[config.mk]
export PLATFORM = sky130hd
export DESIGN_NAME = iir_output_decimator_flat
export DESIGN_NICKNAME = d
export VERILOG_FILES = /design/src/rtl/iir_output_decimator_if.sv /design/src/rtl/iir_output_decimator.sv /design/src/flat_wrapper.sv
export SDC_FILE = /design/constraint.sdc
export NUM_CORES = 1
export LEC_CHECK = 0
export ABC_AREA = 1
export BUFFER_PORTS_ARGS = -buffer_cell sky130_fd_sc_hd__buf_4
export CAP_MARGIN = 20
export CORE_ASPECT_RATIO = 0.8
export CORE_MARGIN = 3
export CORE_UTILIZATION = 50
export DETAILED_ROUTE_END_ITERATION = 12
export HOLD_SLACK_MARGIN = 0.08
export PLACE_DENSITY = 0.79
export SLEW_MARGIN = 20
export SYNTH_ARGS = -nofsm -noshare
export SYNTH_HDL_FRONTEND = slang
export SYNTH_SLANG_ARGS = --single-unit
[constraint.sdc]
create_clock -name clk -period 4.3 [get_ports clk]
set_input_delay 0.645 -clock clk [delete_from_list [all_inputs] [get_ports clk]]
set_output_delay 0.645 -clock clk [all_outputs]
set_load 0.02 [all_outputs]
[src/rtl/iir_output_decimator_if.sv]
// Handshake/data bundle for iir_output_decimator.
//   master : upstream/consumer side (drives samples, r_log2, out_ready, clr_ovf)
//   slave  : the decimator (drives avg_out, out_valid, fifo_count, overflow)
interface iir_output_decimator_if #(
    parameter int N     = 16,
    parameter int DEPTH = 4
);
    logic signed [N-1:0]            y_in;
    logic                           in_valid;
    logic [2:0]                     r_log2;
    logic signed [N-1:0]            avg_out;
    logic                           out_valid;
    logic                           out_ready;
    logic [$clog2(DEPTH):0]         fifo_count;
    logic                           overflow;
    logic                           clr_ovf;

    modport master (
        output y_in, in_valid, r_log2, out_ready, clr_ovf,
        input  avg_out, out_valid, fifo_count, overflow
    );
    modport slave (
        input  y_in, in_valid, r_log2, out_ready, clr_ovf,
        output avg_out, out_valid, fifo_count, overflow
    );
endinterface

[src/rtl/iir_output_decimator.sv]
// Averages groups of 2^r_eff valid samples (r_eff = min(r_log2, RMAX)) and
// queues each result in a small output FIFO.
// Ports:
//   clk        : clock, rising edge
//   rst        : synchronous active-high reset
//   bus        : slave modport carrying y_in/in_valid/r_log2 (input side),
//                avg_out/out_valid/out_ready/fifo_count (output side),
//                overflow/clr_ovf (sticky drop flag and its clear)
module iir_output_decimator #(
    parameter int N     = 16,
    parameter int DEPTH = 4,
    parameter int RMAX  = 4
) (
    input  logic                 clk,
    input  logic                 rst,
    iir_output_decimator_if.slave bus
);
    localparam int AW  = N + RMAX;       // wide enough for 2^RMAX N-bit samples
    localparam int PHW = RMAX + 1;
    localparam int PW  = $clog2(DEPTH);
    localparam int CW  = PW + 1;

    logic signed [AW-1:0] r_acc;
    logic [PHW-1:0]       r_phase;
    logic [2:0]           r_reff;
    logic [N-1:0]         r_mem [DEPTH];
    logic [PW-1:0]        r_wp, r_rp;
    logic [CW-1:0]        r_cnt;
    logic                 r_ovf;

    logic [2:0]           w_reff_in, w_reff;
    logic [PHW-1:0]       w_last_ph;
    logic                 w_last;
    logic signed [AW-1:0] w_sum, w_shift;
    logic [N-1:0]         w_res;
    logic                 w_push, w_pop, w_full, w_wr, w_drop;

    assign w_reff_in = (int'(bus.r_log2) > RMAX) ? 3'(RMAX) : bus.r_log2;
    // The group's factor is taken live on its first sample, then held.
    assign w_reff    = (r_phase == '0) ? w_reff_in : r_reff;
    assign w_last_ph = (PHW'(1) << w_reff) - PHW'(1);
    assign w_last    = (r_phase == w_last_ph);

    assign w_sum   = r_acc + {{RMAX{bus.y_in[N-1]}}, bus.y_in};
    // Arithmetic shift floors toward -inf; the mean of N-bit values fits N bits.
    assign w_shift = w_sum >>> w_reff;
    assign w_res   = w_shift[N-1:0];

    assign w_push = bus.in_valid && w_last;
    assign w_pop  = (r_cnt != '0) && bus.out_ready;
    assign w_full = (r_cnt == CW'(DEPTH));
    // A pop in the same cycle frees the slot, so a full FIFO can still accept.
    assign w_wr   = w_push && (!w_full || w_pop);
    assign w_drop = w_push && w_full && !w_pop;

    always_ff @(posedge clk) begin
        if (rst) begin
            r_acc   <= '0;
            r_phase <= '0;
            r_reff  <= '0;
        end else if (bus.in_valid) begin
            r_reff <= w_reff;
            if (w_last) begin
                r_acc   <= '0;
                r_phase <= '0;
            end else begin
                r_acc   <= w_sum;
                r_phase <= r_phase + PHW'(1);
            end
        end
    end

    always_ff @(posedge clk) begin
        if (rst) begin
            r_wp  <= '0;
            r_rp  <= '0;
            r_cnt <= '0;
            r_ovf <= 1'b0;
        end else begin
            if (w_wr)  r_wp <= r_wp + PW'(1);
            if (w_pop) r_rp <= r_rp + PW'(1);
            case ({w_wr, w_pop})
                2'b10:   r_cnt <= r_cnt + CW'(1);
                2'b01:   r_cnt <= r_cnt - CW'(1);
                default: r_cnt <= r_cnt;
            endcase
            if (w_drop)           r_ovf <= 1'b1;
            else if (bus.clr_ovf) r_ovf <= 1'b0;
        end
    end

    // Storage needs no reset: it is only visible while r_cnt is non-zero.
    always_ff @(posedge clk) begin
        if (!rst && w_wr) r_mem[r_wp] <= w_res;
    end

    assign bus.out_valid  = (r_cnt != '0);
    assign bus.avg_out    = bus.out_valid ? r_mem[r_rp] : '0;
    assign bus.fifo_count = r_cnt;
    assign bus.overflow   = r_ovf;
endmodule

[src/flat_wrapper.sv]
// flat-port wrapper written by rule: the top's interface ports become plain ports
module iir_output_decimator_flat 
#(
    parameter int N     = 16,
    parameter int DEPTH = 4,
    parameter int RMAX  = 4
)
  (clk, rst, bus_y_in, bus_in_valid, bus_r_log2, bus_out_ready, bus_clr_ovf, bus_avg_out, bus_out_valid, bus_fifo_count, bus_overflow);
  iir_output_decimator_if #(.N(N), .DEPTH(DEPTH)) bus_i ();
  input  logic clk;
  input  logic rst;
  input wire logic [$bits(bus_i.y_in)-1:0] bus_y_in;
  input wire logic [$bits(bus_i.in_valid)-1:0] bus_in_valid;
  input wire logic [$bits(bus_i.r_log2)-1:0] bus_r_log2;
  input wire logic [$bits(bus_i.out_ready)-1:0] bus_out_ready;
  input wire logic [$bits(bus_i.clr_ovf)-1:0] bus_clr_ovf;
  output wire logic [$bits(bus_i.avg_out)-1:0] bus_avg_out;
  output wire logic [$bits(bus_i.out_valid)-1:0] bus_out_valid;
  output wire logic [$bits(bus_i.fifo_count)-1:0] bus_fifo_count;
  output wire logic [$bits(bus_i.overflow)-1:0] bus_overflow;
  assign bus_i.y_in = bus_y_in;
  assign bus_i.in_valid = bus_in_valid;
  assign bus_i.r_log2 = bus_r_log2;
  assign bus_i.out_ready = bus_out_ready;
  assign bus_i.clr_ovf = bus_clr_ovf;
  assign bus_avg_out = bus_i.avg_out;
  assign bus_out_valid = bus_i.out_valid;
  assign bus_fifo_count = bus_i.fifo_count;
  assign bus_overflow = bus_i.overflow;
  iir_output_decimator #(.N(N), .DEPTH(DEPTH), .RMAX(RMAX)) u_core (.clk(clk), .rst(rst), .bus(bus_i));
endmodule
==> results.json <==
{
  "tightestPinTransition_ps": 814.4,
  "critPathLaunchType": "flop",
  "post_drt_wl_per_cell_um": 14.84,
  "synth.yosys.warnings": 0,
  "fin_crit_sh_pct": 83.34,
  "grt_pass1_wl_um": 23650,
  "cts_tree": "yes",
  "cts_root_buffer": "sky130_fd_sc_hd__clkbuf_16",
  "syn2layout_area_growth_pct": 12.10,
  "clk_pin_slew_worst_paths_ps": 70,
  "detailedRoute.firstIterationViolations": 589,
  "layout-drive-gt1-share_pct": 11.19,
  "initial_antenna_violation_count": 0,
  "cts.sinks": 102,
  "core_region_area_um2": 11230,
  "vias_per_cell": 5.592,
  "die_w_um": 128.0,
  "placement_rows": 34,
  "syn_area_um2": 5957,
  "overall_die_height_um": 103.6,
  "syn_area_per_cell_um2": 7.859,
  "synth_top_area_share_pct": 32.26,
  "finalHoldViolations": 0,
  "setup-tns-final_ps": 0,
  "power-per-cell-area_nw_per_um2": 529.5,
  "cts_setup_buffers": 0,
  "synthFlopType": "sky130_fd_sc_hd__edfxtp_1",
  "synth_cell_types": 39,
  "effective_utilization_at_floorplan_pct": 53.04,
  "synth_nets": 810,
  "peakVddDrop_mv": 0.3956,
  "synth.cells.most_frequent": "sky130_fd_sc_hd__nand2_1, sky130_fd_sc_hd__nor2_1, sky130_fd_sc_hd__nand3_1",
  "pin_count": 45,
  "first_global_vias": 5007,
  "run_status": "finished, final reports clean",
  "grt_overflow": 0,
  "worst_hold_slack_ps": 471.4,
  "period_minus_slack_ps": 3583,
  "total_of_buffers_placed_on_input_and_output_ports": 44,
  "synth-seq-cells": 102,
  "rsz0062_at_grt": "false",
  "startpoint": "u_core.r_phase[0]$_SDFFE_PP0P_",
  "max_freq_mhz": 279.1,
  "syn-instance-count": 758,
  "worstPathMaxFanout": 23,
  "synth-edff-count": 64,
  "detail_route.first_pass.iterations": 6,
  "power_report.internal_total_w": 0.002114,
  "routed-via-count": 5251,
  "cp_slowest_stage_delay_ps": 340,
  "r2r-start": "u_core.r_phase[0]$_SDFFE_PP0P_",
  "total_count_of_max_transition_violations_in_the_final_report": 0,
  "timing_worst_setup_path_type": "flop to flop",
  "worst_slew_margin_rel_pct": 45.64,
  "final.setup_skew_ps": 8.755,
  "cts.path.max_buffers": 2,
  "cpMaxStageDelayCell": "sky130_fd_sc_hd__dfxtp_1",
  "cp.arrival_ps": 3620,
  "place.detailed.hpwl_um": 10310,
  "pwr-share-clk_pct": 23.0,
  "power.net_switching_w": 0.001422,
  "cts_resized": 0,
  "die_area_um2": 13270,
  "total_leakage_power_nw": 2.870,
  "drt_wl_total_um": 13940,
  "combinationalPowerShare_pct": 42.7,
  "synth_top_cell_by_area": "sky130_fd_sc_hd__edfxtp_1",
  "gp_congestion": 0.9528,
  "num-nets-final": 842,
  "h_tree_level_count": 3,
  "critical_path_cell_by_cell": "inv_1 > ha_1 > inv_1 > nor2_2 > nand2_2 > nand2_1 > nand2_2 > nand3_1 > ha_1 > xor2_1 > nand4_1 > nand2_1 > inv_1 > nor2_2 > nand2_2 > nor2_4 > o21ai_2 > or2_4 > nor2_2 > buf_4",
  "synth.most_common_cell": "sky130_fd_sc_hd__nand2_1",
  "ys_top_cells_by_area": "sky130_fd_sc_hd__edfxtp_1, sky130_fd_sc_hd__dfxtp_1, sky130_fd_sc_hd__nand2_1",
  "cp-end-kind": "flop",
  "totalPowerFinal_w": 0.003536,
  "gr-usage-all-layers_pct": 21.68,
  "clkLatencyLatePin_ps": 350,
  "synth_async_sr_flop_share_pct": 0,
  "cts-buffers-inserted": 9,
  "grt_max_degree": 34,
  "p_sw_share_pct": 40.22,
  "drcViolationCount": 0,
  "utilization_pct": 59.46,
  "hold_start": "u_core.r_acc[4]$_SDFFE_PP0P_",
  "synth_seq_area_share_pct": 45.03,
  "power.share.sequential_pct": 34.2,
  "setup_viol": 0,
  "holdBufCountCts": 0,
  "crit_required_ps": 4330,
  "tightest_hold_check_type": "flop to flop",
  "max_cap_check_violation_count": 0,
  "diodes": 0,
  "layout.filler_cells": 985,
  "antenna_violating_nets_post_route": 0
}
-- routing by layer --
layer / track usage, % / up-vias / part of all wire [%]
met4: 6.212 / 0 / 1.1
met3: 4.064 / 17 / 5.8
met5: 0 / - / 0
met2: 34.60 / 156 / 47
li1: - / 2624 / -
met1: 30.12 / 2454 / 46
-- kinds of logic (layout without fill, tap and decap cells) --
kind of cell | Yosys count | count (layout) | synth area share (%)
and+or+nand+nor | 369 | 369 | 27.10
AOI/OAI and AO/OA | 149 | 149 | 13.09
DFF | 102 | 102 | 45.03
buffers and inverters | 94 | 131 | 6.301
adders and majority gates | 28 | 28 | 6.133
xor gates and xnor gates | 16 | 16 | 2.353
-- critical path, delay by kind of cell (launching register included) --
kind            cells  cell delay [ps]
compound gates      1              110
xor+xnor            1              200
fa+ha+maj           2              380
buf+inv             4              440
flops               1              340
simple gates       12             1770
-- sequential cells by signal, summed over array words and instances, names as in the netlist, named ones only --
name / cells
u_core.r_phase: 5
u_core.r_rp: 2
u_core.bus.fifo_count: 3
u_core.bus.overflow: 1
u_core.r_mem: 64
u_core.r_wp: 2
u_core.r_reff: 3
u_core.r_acc: 20
-- layout make-up --
class                   count  area [um^2]  share of cell area [%]
clock buffers               9        225.2                   3.373
clock inverters             7        71.32                   1.068
inverters                  65        244.0                   3.654
multi-input cells         562         2899                   43.41
flip-flops and latches    102         2683                   40.17
well taps                 144        180.2                   2.698
repair buffers             50        375.4                   5.621
-- path summary, 6_finish.rpt --
path | depth (start not counted) | slack (ps) | end
worst max-delay path | 20 | 720 | u_core.r_mem[1][14]$_DFFE_PP_
worst min-delay path | 2 | 470 | u_core.r_acc[4]$_SDFFE_PP0P_
worst max register to register | 20 | 720 | u_core.r_mem[1][14]$_DFFE_PP_
worst min register to register | 2 | 470 | u_core.r_acc[4]$_SDFFE_PP0P_
-- layout by cell type (no fill, tap or decap), types with 4 or more instances in the layout --
cell                          n
sky130_fd_sc_hd__nand2_1    159
sky130_fd_sc_hd__nor2_1      92
sky130_fd_sc_hd__a21oi_1     71
sky130_fd_sc_hd__nand4_1      9
sky130_fd_sc_hd__ha_1        26
sky130_fd_sc_hd__dfxtp_1     38
sky130_fd_sc_hd__nor2_2       6
sky130_fd_sc_hd__xnor2_1      7
sky130_fd_sc_hd__inv_1       62
sky130_fd_sc_hd__nand2_2      5
sky130_fd_sc_hd__clkbuf_16    9
sky130_fd_sc_hd__o21ai_0     65
sky130_fd_sc_hd__nand3_1     76
sky130_fd_sc_hd__nor3_1       4
sky130_fd_sc_hd__buf_4       50
sky130_fd_sc_hd__xor2_1       9
sky130_fd_sc_hd__or2_2        4
sky130_fd_sc_hd__edfxtp_1    64
-- power by group through the flow --
stage	sequential [W]	combinational (W)	clock [W]
2_1_floorplan	0.00123	0.00103	0
3_3_place_gp	0.00123	0.00148	0
3_5_place_dp	0.00123	0.00150	0
4_1_cts	0.00121	0.00151	0.000831
5_1_grt	0.00122	0.00169	0.000880
6_report	0.00121	0.00151	0.000815
-- per-stage QoR --
stage / setup slack [ps] / instances / cell area [um^2]
after floorplan: 564.8 / 758 / 5957
after global placement: 818.9 / 923 / 6381
after detailed placement: 732.0 / 923 / 6381
after CTS: 725.0 / 939 / 6678
after global routing: 266.8 / 939 / 6678
final: 716.6 / 939 / 6678
(Power assumes the default switching activity.)
